$ cat src/rtl/fragment_buffer_fetch_pkg.sv
// Shared widths and hazard-window depth for the fragment buffer fetch stage.
package fragment_buffer_fetch_pkg;
  localparam int FB_INDEX_WIDTH_DEF   = 14;
  localparam int SCREEN_POS_WIDTH_DEF = 16;
  localparam int DEPTH_WIDTH_DEF      = 16;
  localparam int STENCIL_WIDTH_DEF    = 4;
  localparam int PIXEL_WIDTH_DEF      = 32;
  localparam int FRAG_DEPTH_WIDTH     = 32;
  localparam int STALL_COUNT_WIDTH    = 16;

  // Per-fragment pipeline depth plus its write-back stage.
  localparam int DOWNSTREAM_DEPTH     = 4;
  localparam int HAZARD_WINDOW_DEF    = DOWNSTREAM_DEPTH + 1;

  function automatic logic [STALL_COUNT_WIDTH-1:0] sat_inc(input logic [STALL_COUNT_WIDTH-1:0] v);
    return (&v) ? v : v + 1'b1;
  endfunction
endpackage

$ cat src/rtl/fragment_buffer_fetch_scoreboard.sv
// In-flight framebuffer index tracker: shift register with a parallel compare against the probe index.
module fragment_hazard_scoreboard #(
  parameter int INDEX_WIDTH = 14,
  parameter int WINDOW      = 5
) (
  input  logic                   clk,
  input  logic                   rst,
  input  logic                   ce,
  input  logic                   push,
  input  logic [INDEX_WIDTH-1:0] index,
  output logic                   hazard
);
  logic [WINDOW-1:0]      slot_valid;
  logic [INDEX_WIDTH-1:0] slot_index [WINDOW];
  logic [WINDOW-1:0]      match;

  always_ff @(posedge clk or posedge rst) begin
    if (rst) begin
      slot_valid <= '0;
    end else if (ce) begin
      slot_valid <= {slot_valid[WINDOW-2:0], push};
    end
  end

  // Index slots carry no reset; a slot's valid bit alone qualifies it.
  always_ff @(posedge clk) begin
    if (ce) begin
      slot_index[0] <= index;
      for (int i = 1; i < WINDOW; i++) begin
        slot_index[i] <= slot_index[i-1];
      end
    end
  end

  always_comb begin
    match = '0;
    for (int i = 0; i < WINDOW; i++) begin
      match[i] = slot_valid[i] && (slot_index[i] == index);
    end
  end

  assign hazard = |match;
endmodule

$ cat src/rtl/fragment_buffer_fetch.sv
// Issues color/depth/stencil reads per fragment and re-presents the fragment one ce-cycle later with the data.
// Optional read-after-write hazard scoreboard and stall counter built when FRAGMENT_HAZARD_CHECK_EN is defined.
module fragment_buffer_fetch
  import fragment_buffer_fetch_pkg::*;
#(
  parameter int FRAMEBUFFER_INDEX_WIDTH = FB_INDEX_WIDTH_DEF,
  parameter int SCREEN_POS_WIDTH        = SCREEN_POS_WIDTH_DEF,
  parameter int DEPTH_WIDTH             = DEPTH_WIDTH_DEF,
  parameter int STENCIL_WIDTH           = STENCIL_WIDTH_DEF,
  parameter int PIXEL_WIDTH             = PIXEL_WIDTH_DEF,
  parameter int HAZARD_WINDOW           = HAZARD_WINDOW_DEF
) (
  input  logic                               aclk,
  input  logic                               reset,
  input  logic                               s_frag_tvalid,
  output logic                               s_frag_tready,
  input  logic                               s_frag_tlast,
  input  logic                               s_frag_tkeep,
  input  logic [PIXEL_WIDTH-1:0]             s_frag_tcolor,
  input  logic [FRAG_DEPTH_WIDTH-1:0]        s_frag_tdepth,
  input  logic [FRAMEBUFFER_INDEX_WIDTH-1:0] s_frag_tindex,
  input  logic [SCREEN_POS_WIDTH-1:0]        s_frag_tscreenPosX,
  input  logic [SCREEN_POS_WIDTH-1:0]        s_frag_tscreenPosY,
  output logic [FRAMEBUFFER_INDEX_WIDTH-1:0] rd_addr,
  output logic                               rd_en,
  input  logic [PIXEL_WIDTH-1:0]             rd_color,
  input  logic [DEPTH_WIDTH-1:0]             rd_depth,
  input  logic [STENCIL_WIDTH-1:0]           rd_stencil,
  output logic                               m_frag_tvalid,
  input  logic                               m_frag_tready,
  output logic                               m_frag_tlast,
  output logic                               m_frag_tkeep,
  output logic [PIXEL_WIDTH-1:0]             m_frag_tcolor,
  output logic [FRAG_DEPTH_WIDTH-1:0]        m_frag_tdepth,
  output logic [FRAMEBUFFER_INDEX_WIDTH-1:0] m_frag_tindex,
  output logic [SCREEN_POS_WIDTH-1:0]        m_frag_tscreenPosX,
  output logic [SCREEN_POS_WIDTH-1:0]        m_frag_tscreenPosY,
  output logic [PIXEL_WIDTH-1:0]             m_frag_color_tdata,
  output logic [DEPTH_WIDTH-1:0]             m_frag_depth_tdata,
  output logic [STENCIL_WIDTH-1:0]           m_frag_stencil_tdata,
  output logic [STALL_COUNT_WIDTH-1:0]       stall_count,
  input  logic                               stall_count_clear
);
  logic ce;
  logic hazard;
  logic accept;

  // Downstream ready doubles as the clock enable of the whole pipeline.
  assign ce            = m_frag_tready;
  assign s_frag_tready = m_frag_tready & ~hazard;
  assign accept        = s_frag_tvalid & s_frag_tready;
  assign rd_addr       = s_frag_tindex;
  assign rd_en         = ce;

`ifdef FRAGMENT_HAZARD_CHECK_EN
  logic sb_hit;

  fragment_hazard_scoreboard #(
    .INDEX_WIDTH (FRAMEBUFFER_INDEX_WIDTH),
    .WINDOW      (HAZARD_WINDOW)
  ) u_scoreboard (
    .clk    (aclk),
    .rst    (reset),
    .ce     (ce),
    .push   (accept & s_frag_tkeep),
    .index  (s_frag_tindex),
    .hazard (sb_hit)
  );

  assign hazard = s_frag_tvalid & s_frag_tkeep & sb_hit;

  always_ff @(posedge aclk or posedge reset) begin
    if (reset) begin
      stall_count <= '0;
    end else if (stall_count_clear) begin
      stall_count <= '0;
    end else if (ce && hazard) begin
      stall_count <= sat_inc(stall_count);
    end
  end
`else
  localparam int unused_window = HAZARD_WINDOW;
  logic unused_clear;

  assign unused_clear = stall_count_clear;
  assign hazard       = 1'b0;
  assign stall_count  = '0;
`endif

  always_ff @(posedge aclk or posedge reset) begin
    if (reset) begin
      m_frag_tvalid <= 1'b0;
      m_frag_tlast  <= 1'b0;
      m_frag_tkeep  <= 1'b0;
    end else if (ce) begin
      m_frag_tvalid <= accept;
      m_frag_tlast  <= s_frag_tlast;
      m_frag_tkeep  <= s_frag_tkeep;
    end
  end

  always_ff @(posedge aclk) begin
    if (ce) begin
      m_frag_tcolor      <= s_frag_tcolor;
      m_frag_tdepth      <= s_frag_tdepth;
      m_frag_tindex      <= s_frag_tindex;
      m_frag_tscreenPosX <= s_frag_tscreenPosX;
      m_frag_tscreenPosY <= s_frag_tscreenPosY;
    end
  end

  // Buffer read data lands in the same cycle as the registered fragment.
  assign m_frag_color_tdata   = rd_color;
  assign m_frag_depth_tdata   = rd_depth;
  assign m_frag_stencil_tdata = rd_stencil;
endmodule

$ cat config.mk
export PLATFORM = sky130hd
export DESIGN_NAME = fragment_buffer_fetch
export DESIGN_NICKNAME = d
export VERILOG_FILES = /design/src/rtl/fragment_buffer_fetch_pkg.sv /design/src/rtl/fragment_buffer_fetch_scoreboard.sv /design/src/rtl/fragment_buffer_fetch.sv
export SDC_FILE = /design/constraint.sdc
export NUM_CORES = 1
export LEC_CHECK = 0
export CAP_MARGIN = 0
export CORE_AREA = 10 10 134 136
export CTS_BUF_LIST = sky130_fd_sc_hd__clkbuf_4 sky130_fd_sc_hd__clkbuf_8
export CTS_CLUSTER_SIZE = 30
export DETAILED_ROUTE_END_ITERATION = 16
export DIE_AREA = 0 0 144 146
export PLACE_DENSITY_LB_ADDON = 0.12
export SLEW_MARGIN = 10
export SYNTH_ARGS = -nofsm -noshare
export SYNTH_HDL_FRONTEND = slang
export SYNTH_SLANG_ARGS = --single-unit
$ cat constraint.sdc
create_clock -name aclk -period 1 [get_ports aclk]
set_input_delay 0.15 -clock aclk [delete_from_list [all_inputs] [get_ports aclk]]
set_output_delay 0.15 -clock aclk [all_outputs]
set_load 0.02 [all_outputs]
==> impl_metrics.yaml <==
run_status:
  status: "finished, violations left"
  violations: "negative setup slack"
timing:
  setup_ws_ps: -128
  rsz0062_at_grt: "true"
  finalClockSkew_ps: 0
  finalCritPeriodShare: 1.13
  period_needed_ps: 1130
  tns_ps: -10910
  hold_ws_ps: 32.2
  setup-violations-final: 113
  report.final.slew_viol_count: 0
  hold_viol_final: 0
  clock.fmax_mhz: 887
place:
  dp_cells: 581
  place.gp.congestion: 0.703
  dpl_cell_area_um2: 6310
  dpl.hpwl_um: 10600
  place.port_buffers: 244
setup_path:
  crit_path_top_delay_cell: "edfxtp_1"
  critPathLaunchType: "register"
  crit_path_cell_trace: "buf_6"
  critPathMaxFanout: 1
  cp_num_buf_inv: 1
  path_class: "register to primary output"
  cpLargestDelayFamily: "flip-flops"
  endpoint_kind: "primary output"
  cpPeakStageDelay_ps: 400
  crit_arrival_ps: 980
  required_ps: 850
floorplan:
  ioPinCount: 366
  floorplan.rows: 46
  initial_core_util: 0.262
  fp.coreArea_um2: 15500
  dieWidth_um: 144
  die_h_um: 146
  dieArea_um2: 21000
clock_tree:
  clk_pin_slew_ps: 70
  clk_latency_ps: 430
  clockBufferDepth: 2
  cts-root-buf: "clkbuf_8"
  cts_tree: "done"
  htree_levels: 4
  cts_buffers: 17
  clkSinkCount: 113
grt:
  grt_max_degree: 25
  grt_pass1_vias: 2541
  grtUsageTotal: 0.122
  grt_first_pass_wirelength_um: 18200
  antenna_found_initial: 1
  gr-total-overflow: 0
pwr:
  p_total_mw: 11.4
  vdd_ir_drop_max_mv: 0.642
  power.density_nw_per_um2: 1720
  cellLeakagePower_nw: 2.61
drt:
  final_antenna_net_count: 0
  remaining_drc_errors: 0
  vias: 2378
  wirelength_um: 13100
  routedWlPerCell_um: 21.5
  first_iter_violations: 104
  detail_route.first_pass.iterations: 5
  routed_via_density: 3.89
synth:
  postSynthCellCount: 202
  yosys_warnings: 0
  syn_area_um2: 4050
  yosys_register_bits: 113
  syn_area_per_cell_um2: 20.1
  synth_seq_area_share: 0.834
  yosysUniqueCellTypes: 6
final_layout:
  final_cells: 611
  antenna_cells: 0
  finalNetCount: 578
  fin_area_um2: 6650
  area_growth_pct: 64.3
  drive_gt1_frac: 0.401
min_path:
  hold_class: "primary input to register"
job:
  drv_cap: 0
-- cell families (layout without fill, tap and decap cells) --
family / Yosys count / count (layout) / share of synthesized area
mux: 3 / 3 / 0.00834
other cells: 1 / 16 / 0.000926
buf+inv: 85 / 287 / 0.157
flops: 113 / 113 / 0.834
-- registers in the layout, indices dropped and copies added, names as in the netlist --
| signal | cells |
|---|---|
| m_frag_tscreenPosX | 16 |
| m_frag_tkeep | 1 |
| m_frag_tvalid | 1 |
| m_frag_tdepth | 32 |
| m_frag_tindex | 14 |
| m_frag_tscreenPosY | 16 |
| m_frag_tlast | 1 |
| m_frag_tcolor | 32 |
-- cell usage after synthesis --
| library cell | number | share of area |
|---|---|---|
| buf_4 | 84 | 0.16 |
| conb_1 | 1 | 0.00093 |
| dfrtp_1 | 3 | 0.019 |
| edfxtp_1 | 110 | 0.82 |
| inv_1 | 1 | 0.00093 |
| mux2_2 | 3 | 0.0083 |
-- worst paths after layout --
check	endpoint	startpoint	slack (ps)	cells past startpoint
max	m_frag_tcolor[11]	m_frag_tcolor[11]$_DFFE_PP_	-130	1
max in group asynchronous	m_frag_tlast$_DFFE_PP0P_	reset	420	3
min reg2reg	m_frag_tkeep$_DFFE_PP0P_	m_frag_tkeep$_DFFE_PP0P_	530	1
min in group asynchronous	m_frag_tkeep$_DFFE_PP0P_	reset	450	3
min	m_frag_tindex[6]$_DFFE_PP_	m_frag_tready	30	1
max reg2reg	m_frag_tlast$_DFFE_PP0P_	m_frag_tlast$_DFFE_PP0P_	230	1
-- metal layers --
metal  part of all wire  global-route usage
met5            0.00099                   0
met3               0.16              0.0911
met1               0.34               0.117
met2               0.49               0.194
met4              0.017              0.0506
-- final cells by class --
type | instances | area, um2
tap | 192 | 240
inverter | 1 | 3.75
clock inverter | 10 | 72.6
fill | 1409 | 8830
clock buffer | 19 | 249
timing repair buffer | 257 | 2620
multi-input combinational | 19 | 93.8
sequential | 113 | 3380
-- through the flow --
step	setup slack, ps	utilization
after CTS	-174	0.416
after global placement	-387	0.408
after floorplan	174	-
after global routing	-199	0.430
final	-128	0.430
after detailed placement	-402	0.408
-- placed cells by master (no fill, tap or decap), types with 4 or more instances in the layout --
cell / n
buf_4: 7
buf_6: 102
clkbuf_8: 17
clkinv_1: 4
buf_2: 25
edfxtp_1: 110
conb_1: 16
clkdlybuf4s50_1: 114
buf_12: 6
clkinv_2: 4
-- power by group --
part	leakage, nW	switching [mW]	internal [mW]
clock network	0.168	1.70	1.91
registers	1.11	0.156	5.62
logic	1.34	0.954	1.10
total	2.61	2.81	8.63
-- timing repair --
| item | in CTS | in global routing |
|---|---|---|
| endpoints found under the setup margin | 129 | 113 |
| cloned | 0 | 0 |
| hold buffers | 1 | 0 |
| resized for setup | 635 | 70 |
| hold endpoints to repair | 3 | 0 |
| buffers inserted | 0 | 0 |
No activity file was read; power rests on OpenSTA's default activity.
